`src/rtl/branch_resolver.sv`:
```
// Branch resolver: issues predictor requests for fetched branches, holds the
// predictions in program order and resolves them against execute outcomes.
module branch_resolver #(
    parameter int unsigned DEPTH = 4,
    parameter int unsigned CNT_W = 16
) (
    input  logic                       clk,
    input  logic                       rst,
    input  logic                       fetch_valid,
    output logic                       fetch_ready,
    output logic                       fetch_pred_valid,
    output logic                       fetch_pred,
    output logic                       request,
    input  logic                       prediction,
    input  logic                       exec_valid,
    input  logic                       exec_taken,
    output logic                       result,
    output logic                       taken,
    output logic                       mispredict,
    output logic [$clog2(DEPTH):0]     occupancy,
    output logic [CNT_W-1:0]           branch_count,
    output logic [CNT_W-1:0]           miss_count,
    output logic                       err_underflow
);

    localparam int unsigned PTR_W = $clog2(DEPTH);
    localparam int unsigned OCC_W = PTR_W + 1;

    logic             r_mem [DEPTH];
    logic [PTR_W-1:0] r_head;
    logic [PTR_W-1:0] r_tail;
    logic [OCC_W-1:0] r_count;
    logic             r_cap_pend;
    logic             r_result;
    logic             r_taken;
    logic             r_mispredict;
    logic [CNT_W-1:0] r_branch_cnt;
    logic [CNT_W-1:0] r_miss_cnt;
    logic             r_err_uf;

    logic [OCC_W-1:0] w_occ;
    logic             w_accept;
    logic             w_pop;
    logic             w_miss;
    logic             w_push;

    // A pending capture reserves a slot but cannot be resolved yet.
    always_comb begin
        w_occ    = r_count + OCC_W'(r_cap_pend);
        w_accept = fetch_valid & (w_occ < OCC_W'(DEPTH));
        w_pop    = exec_valid & (r_count != OCC_W'(0));
        w_miss   = w_pop & (r_mem[r_head] != exec_taken);
        w_push   = r_cap_pend & ~w_miss;
    end

    assign fetch_ready      = w_occ < OCC_W'(DEPTH);
    assign request          = w_accept;
    assign fetch_pred_valid = r_cap_pend;
    assign fetch_pred       = r_cap_pend & prediction;
    assign occupancy        = w_occ;
    assign result           = r_result;
    assign taken            = r_taken;
    assign mispredict       = r_mispredict;
    assign branch_count     = r_branch_cnt;
    assign miss_count       = r_miss_cnt;
    assign err_underflow    = r_err_uf;

    // Prediction storage carries no reset; validity is tracked by r_count.
    always_ff @(posedge clk) begin
        if (w_push) begin
            r_mem[r_tail] <= prediction;
        end
    end

    always_ff @(posedge clk or posedge rst) begin
        if (rst) begin
            r_head     <= '0;
            r_tail     <= '0;
            r_count    <= '0;
            r_cap_pend <= 1'b0;
        end else if (w_miss) begin
            // Mispredict flushes every younger branch, including a same-cycle accept.
            r_head     <= '0;
            r_tail     <= '0;
            r_count    <= '0;
            r_cap_pend <= 1'b0;
        end else begin
            r_cap_pend <= w_accept;
            if (w_push) begin
                r_tail <= r_tail + PTR_W'(1);
            end
            if (w_pop) begin
                r_head <= r_head + PTR_W'(1);
            end
            r_count <= r_count + OCC_W'(w_push) - OCC_W'(w_pop);
        end
    end

    // Training pulse, outcome and statistics.
    always_ff @(posedge clk or posedge rst) begin
        if (rst) begin
            r_result     <= 1'b0;
            r_taken      <= 1'b0;
            r_mispredict <= 1'b0;
            r_branch_cnt <= '0;
            r_miss_cnt   <= '0;
            r_err_uf     <= 1'b0;
        end else begin
            r_result     <= w_pop;
            r_mispredict <= w_miss;
            if (w_pop) begin
                r_taken <= exec_taken;
            end
            if (w_pop && !(&r_branch_cnt)) begin
                r_branch_cnt <= r_branch_cnt + CNT_W'(1);
            end
            if (w_miss && !(&r_miss_cnt)) begin
                r_miss_cnt <= r_miss_cnt + CNT_W'(1);
            end
            if (exec_valid && (r_count == OCC_W'(0))) begin
                r_err_uf <= 1'b1;
            end
        end
    end

endmodule

```
`config.mk`:
```
export PLATFORM = sky130hd
export DESIGN_NAME = branch_resolver
export DESIGN_NICKNAME = d
export VERILOG_FILES = /design/src/rtl/branch_resolver.sv
export SDC_FILE = /design/constraint.sdc
export NUM_CORES = 1
export LEC_CHECK = 0
export ABC_CLOCK_PERIOD_IN_PS = 3800
export CORE_AREA = 2 2 67 69
export CTS_CLUSTER_SIZE = 14
export DETAILED_ROUTE_END_ITERATION = 16
export DIE_AREA = 0 0 69 71
export DONT_BUFFER_PORTS = 1
export GPL_ROUTABILITY_DRIVEN = 0
export PLACE_DENSITY_LB_ADDON = 0.15
export REMOVE_ABC_BUFFERS = 1
export SYNTH_ARGS = -nofsm -noshare
export SYNTH_HDL_FRONTEND = slang
export SYNTH_SLANG_ARGS = --single-unit
```
`constraint.sdc`:
```
create_clock -name clk -period 3.8 [get_ports clk]
set_input_delay 0.57 -clock clk [delete_from_list [all_inputs] [get_ports clk]]
set_output_delay 0.57 -clock clk [all_outputs]
set_load 0.02 [all_outputs]
```
Word-level counts from Yosys, hierarchy flattened
Memory sizes are Yosys's and may differ from the RTL's.
Cells that the tools add are included.
{"block": "classes", "bitwise_logic": 6, "eq_ne": 1, "n_lt_le_gt_ge": 1, "add_sub_neg": 7, "mux": 8, "n_reduce_logical": 11}
{"op": "adder 16 x 1 -> 16 bit (second input constant)", "n": 2}
{"op": "AND reduction 16 bit", "n": 2}
{"op": "2-to-1 mux 2 bit", "n": 4}
{"op": "adder 3 x 1 -> 3 bit", "n": 2}
{"op": "AND 1 bit", "n": 5}
{"op": "adder 2 x 1 -> 2 bit (second input constant)", "n": 2}
{"op": "nonzero test 2 bit", "n": 2}
{"op": "logical AND 1 bit", "n": 3}
{"op": "zero test 3 bit", "n": 1}
{"op": "< comparator 3 bit (second input constant)", "n": 1}
{"op": "2-to-1 mux 1 bit", "n": 3}
{"op": "2-to-1 mux 3 bit", "n": 1}
{"op": "nonzero test 3 bit", "n": 1}
{"op": "subtractor 3 x 1 -> 3 bit", "n": 1}
{"op": "zero test 1 bit", "n": 2}
{"op": "!= test 1 bit", "n": 1}
{"op": "NOT 1 bit", "n": 1}
{"block": "word_totals", "n_memories": 1, "ram_bits": 4, "output_inout_bits": 43, "elab_cells": 45, "regBits": 44, "inputBits": 6}
{"memory": "r_mem", "words": 4, "width": 1, "read_ports": 1, "rd_clocked_by_memory_dff": 0, "write_ports": 1, "line_no": "29", "text": "logic r_mem [DEPTH];"}

Longest topological paths before layout
{"block": "depth", "word_depth": 8, "mapped_depth": 13, "ltp_nobuf": 12}

Worst setup path after synthesis
OpenSTA, ideal clock, no wires.
{"block": "synth_path", "path_kind": "flip-flop to flip-flop", "start": "register r_head[0]", "end": "register r_count[2]", "arrival_ns": 2.617, "slack_ns": 1.062, "period_less_slack_ns": 2.738, "path_buffers": 0, "stages_incl_launch_ff": 13, "setup_ns": 0.121, "required_ns": 3.679, "path_cell_list": "dfrtp_1 -> mux4_2 -> xnor2_4 -> nand2b_1 -> nand2_1 -> ha_1 -> inv_1 -> ha_1 -> inv_1 -> fa_1 -> xor2_1 -> xnor2_1 -> nor2_1"}
{"block": "synth_via", "elab_chain_cells": 8}
{"element": "start, declared", "line_no": "30", "text": "logic [PTR_W-1:0] r_head;"}
{"element": "start signal, assigned", "line_no": "93", "text": "r_head <= r_head + PTR_W'(1);"}
{"element": "memory (4 x 1 bit) *"}
{"element": "!= test 1 bit *", "line_no": "52", "text": "w_miss = w_pop & (r_mem[r_head] != exec_taken);"}
{"element": "AND 1 bit *", "line_no": "52"}
{"element": "NOT 1 bit", "line_no": "53", "text": "w_push = r_cap_pend & ~w_miss;"}
{"element": "AND 1 bit", "line_no": "53"}
{"element": "adder 3 x 1 -> 3 bit", "line_no": "95", "text": "r_count <= r_count + OCC_W'(w_push) - OCC_W'(w_pop);"}
{"element": "subtractor 3 x 1 -> 3 bit", "line_no": "95"}
{"element": "2-to-1 mux 3 bit *", "line_no": "81", "text": "end else if (w_miss) begin"}
{"element": "end signal, assigned", "line_no": "95"}
{"element": "end, declared", "line_no": "32", "text": "logic [OCC_W-1:0] r_count;"}
Every way passes the cells marked *; elsewhere a longest branch is shown, timed or not.
A chain may end at the register's enable or synchronous reset.

Final worst setup path
Ends and elaborated chain as after synthesis.

==> results <==
- The count of inserted antenna diode cells is 0.
- By area, the combinational part of the netlist is dominated by simple AND/OR/NAND/NOR gates.
- Data on the critical path is required at its endpoint by 3980 ps.
- The post-synthesis cell area is 2550 µm².
- The horizontal die dimension is 69 µm.
- The worst setup path is launched from a flip-flop.
- The post-route netlist has 12.7% of its cells at a drive strength greater than 1.
- The type of the most critical hold path is in -> async.
- The clock-pin slew of the registers on the worst-case setup and hold paths is 90 ps.
- The peak clock frequency supported by timing is 0.351 GHz.
- The final count of pins violating max slew is 0.
- In the post-route analysis, the smallest setup slack over all paths is 949 ps.
- Setup repair after global routing left no endpoint under its margin.
- Counting cells, the worst reg-to-reg path comes to 12.
- The tightest slew margin relative to the limit is 54.9%.
- The type of the setup path with the least slack is reg -> reg.
- At the pin with the least slew margin, the transition time is 670 ps.
- In the final timing run, aggregate negative setup slack is 0 ps.
- Along the worst path, the maximum fanout reaches 8.
- The estimated wirelength of the detail-placed design is 3260 µm.
- For this run, the post-layout net count is 244.
- The later pin in the worst-skew pair is clocked with a latency of 300 ps.
- The via count of the first global-routing pass was 1708.
- The number of clock sinks is 48.
- The complex-gate fraction of the synthesized area is 5.11%.
- For this configuration, the core starts out at a cell density of 60.6%.
- The core area is 4200 µm².
- The overall die height is 71 µm.
- The count of nets left with antenna violations once routing finished came out at 0.
- The total cell area at the placement stage is 2610 µm².
- The final critical path time including I/O delays and setup is 2850 ps.
- For this run, the total global-route usage over all layers was measured as 20.1%.
- The sequential element share of the synthesized area is 47.9%.
- The H-tree was split into 2 levels.
- TritonCTS built the clock tree.
- The portion of the clock cycle consumed by the worst path in the final layout is 75.0%.
- After Yosys synthesis, XOR and XNOR cells account for 12.8% of the synthesized area.
- In this run the deepest clock path goes through 2 buffers.
- Input and output buffers added on the ports amount to 0.
- Dividing total power by cell area gives a power density of 650 nW/µm².
- The number of antenna violations at the first check in global routing came to 0.
- The number of clock buffers added by TritonCTS is 5.
- Clock skew on the completed layout was measured at 11.9 ps.
- The number of filler instances in the final layout is 334.
- In the synthesized netlist the dominant register cell turns out to be sky130_fd_sc_hd__dfrtp_1.
- The leakage dissipation is 1.21 nW.
- Global routing finished with a remaining overflow of 0.
- The synthesized design contains 4 enable-type register cells.
- The DRC violation count after routing is 0.
- Dividing the detail-routed via count by the number of cells gives 6.13.
- IR analysis of the VDD net gives a maximum drop of 0.421 mV.
- The capturing point of the worst reg2reg path is r_count[2].
- Timing analysis after detailed placement gives a worst setup slack of 935 ps.
- The setup check on the worst reg-to-reg path leaves a slack of 950 ps.
- The worst setup path is captured at a flip-flop.
- During synthesis, Yosys emitted a total of 0 warnings.
- The multi-input combinational cells in the finished layout cover a total of 1240 µm².
- The starting DRC count in detailed routing is 139.
- The total number of placement rows is 24.
- The total die area is 4900 µm².
- The cell at the root of the clock tree is sky130_fd_sc_hd__clkbuf_8.
- The number of failing hold endpoints at the final stage is 0.
- The startpoint of the worst setup timing path is r_head[0].
- Relative to the synthesized area, the layout overhead comes to 5.89%.
- The launch instance of the worst register-to-register path is r_head[0].
- Multiplexer cells account for 3.00% of the synthesized area.
- The routed layout has 1717 vias.
- The largest net degree at the start of global routing is 45.
- In this run, post-CTS hold repair placed 0 buffers.
- The share of synthesized registers carrying an async set or reset is 91.7%.
- Setup violations remaining at the end of the flow were counted as 0.
- The number of gates resized after CTS was 0.
- The finished cells cover 2700 µm².
- The post-synthesis average cell area is 11.4 µm².
- Synthesis inferred 48 register bits.
- The tool flagged a number of max-cap violations equal to 0.
- Data arrives at the worst endpoint at 3030 ps.
- Summing the areas of all fa, ha and maj instances in the mapped netlist gives 5.70% of the synthesized area.
- The endpoint of the worst setup timing path is r_count[2].
- The register area is 1220 µm².
- The number of distinct library cells after synthesis is 40.
- Counting every instance in the synthesized netlist gives 223.
- After detailed routing, the average wire length per cell comes to 16.5 µm.
- In this run the post-CTS setup repair buffer count came out at 0.
- The total wire length is 4630 µm.
- The I/O pin count is 49.
- The detailed-router iteration count before antenna repair is 4.
- The fraction of the mapped netlist area in simple logic gates is 22.1%.
- The run finished with clean final reports.
- The first global-routing pass estimated 7960 µm of wire.
## metrics by stage
step                hold slack (ps)  total power [W]  instances  utilization (%)
floorplan                       507          0.00132        216                -
global placement                535          0.00143        272             62.0
detailed placement              554          0.00146        272             62.0
CTS                             304          0.00178        280             64.2
global route                    322          0.00189        280             64.2
finish                          290          0.00175        280             64.2
## cell type report
type / instances / area share (%)
Clock buffer: 6 / 3.06
Inverter: 13 / 1.81
Clock inverter: 2 / 0.371
Multi-Input combinational cell: 155 / 46.0
Sequential cell: 48 / 45.3
Timing Repair Buffer: 4 / 1.11
Tap cell: 52 / 2.41
## flip-flops by register name, indices dropped and copies added, names as in the netlist
name	count
r_head	2
r_tail	2
branch_count	16
mispredict	1
r_count	3
r_mem	4
result	1
miss_count	16
fetch_pred_valid	1
err_underflow	1
taken	1
## power by group
part / internal, W / leakage [nW] / switching (W)
logic: 0.000235 / 0.559 / 0.000309
clock network: 0.000145 / 0.0510 / 0.000167
registers: 0.000634 / 0.601 / 0.000264
total: 0.00101 / 1.21 / 0.000740
## cells in the mapped netlist (all sizes together), types with 2 or more instances
library cell   n  area share (%)
dfrtp         44              43
xor2          20             6.9
nand2         16             2.4
xnor2         15             5.9
nor4          14             6.7
inv           13             1.9
nand3         11             2.2
ha            10             4.9
nor2          10             1.5
nand4          8             2.2
and3           7             1.7
and4           6             2.1
o21ai          6             1.3
and2           5             1.2
nor3           5            0.98
buf            4             1.0
edfxtp         4             4.7
clkbuf         3            0.44
mux2           3             1.3
a31oi          2            0.49
mux2i          2            0.79
nor4b          2            0.69
o2111ai        2            0.69
## cells by family (layout without fill, tap and decap cells)
family / after synthesis / after routing
xor+xnor: 35 / 35
mux: 6 / 6
compound gates: 17 / 17
buf+inv: 20 / 25
fa+ha+maj: 11 / 11
simple gates: 86 / 86
flops: 48 / 48
## worst min-delay path by stage
stage	end	from	slack, ps	depth (start not counted)
final	miss_count[9]	rst	290	2
after global placement	r_head[0]	r_head[0]	540	1
after CTS	branch_count[15]	rst	300	2
after floorplan	r_head[0]	r_head[0]	510	1
after global routing	miss_count[15]	rst	320	2
after detailed placement	r_head[0]	r_head[0]	550	1
## layout by cell type, fill, tap and decap left out, types with 2 or more instances in the layout
cell type / netlist / routed
sky130_fd_sc_hd__dfrtp_1: 44 / 44
sky130_fd_sc_hd__xor2_1: 20 / 20
sky130_fd_sc_hd__nand2_1: 16 / 16
sky130_fd_sc_hd__xnor2_1: 14 / 14
sky130_fd_sc_hd__inv_1: 13 / 12
sky130_fd_sc_hd__nand3_1: 11 / 11
sky130_fd_sc_hd__nor2_1: 10 / 10
sky130_fd_sc_hd__ha_1: 10 / 10
sky130_fd_sc_hd__and3_1: 7 / 7
sky130_fd_sc_hd__nand4_1: 7 / 7
sky130_fd_sc_hd__and4_1: 6 / 6
sky130_fd_sc_hd__nor4_2: 6 / 6
sky130_fd_sc_hd__clkbuf_8: 0 / 6
sky130_fd_sc_hd__nor3_1: 5 / 5
sky130_fd_sc_hd__o21ai_0: 5 / 5
sky130_fd_sc_hd__and2_1: 5 / 5
sky130_fd_sc_hd__nor4_1: 5 / 5
sky130_fd_sc_hd__buf_4: 0 / 4
sky130_fd_sc_hd__edfxtp_1: 4 / 4
sky130_fd_sc_hd__mux2_2: 3 / 3
sky130_fd_sc_hd__nor4_4: 3 / 3
sky130_fd_sc_hd__nor4b_1: 2 / 2
sky130_fd_sc_hd__o2111ai_1: 2 / 2
sky130_fd_sc_hd__a31oi_1: 2 / 2
sky130_fd_sc_hd__mux2i_1: 2 / 2
sky130_fd_sc_hd__clkinv_2: 0 / 2
## worst max-delay path, stage by stage (launching register included)
cell and delay [ps]:
sky130_fd_sc_hd__dfrtp_1 410, sky130_fd_sc_hd__mux4_2 580, sky130_fd_sc_hd__xnor2_4 150, sky130_fd_sc_hd__nand2b_1 250, sky130_fd_sc_hd__nand2_1 90, sky130_fd_sc_hd__ha_1 280
sky130_fd_sc_hd__inv_1 60, sky130_fd_sc_hd__ha_1 130, sky130_fd_sc_hd__inv_1 50, sky130_fd_sc_hd__fa_1 380, sky130_fd_sc_hd__xor2_1 180, sky130_fd_sc_hd__xnor2_1 130
sky130_fd_sc_hd__nor2_1 50
## metal layers
metal	vias to the layer above	GRT usage (%)	wire length, µm
li1	804	-	-
met2	48	34.0	2320
met4	0	5.88	41
met3	4	7.12	259
met1	861	24.6	2010
met5	-	0	0
Note: power is estimated with default switching activity, not from simulation.
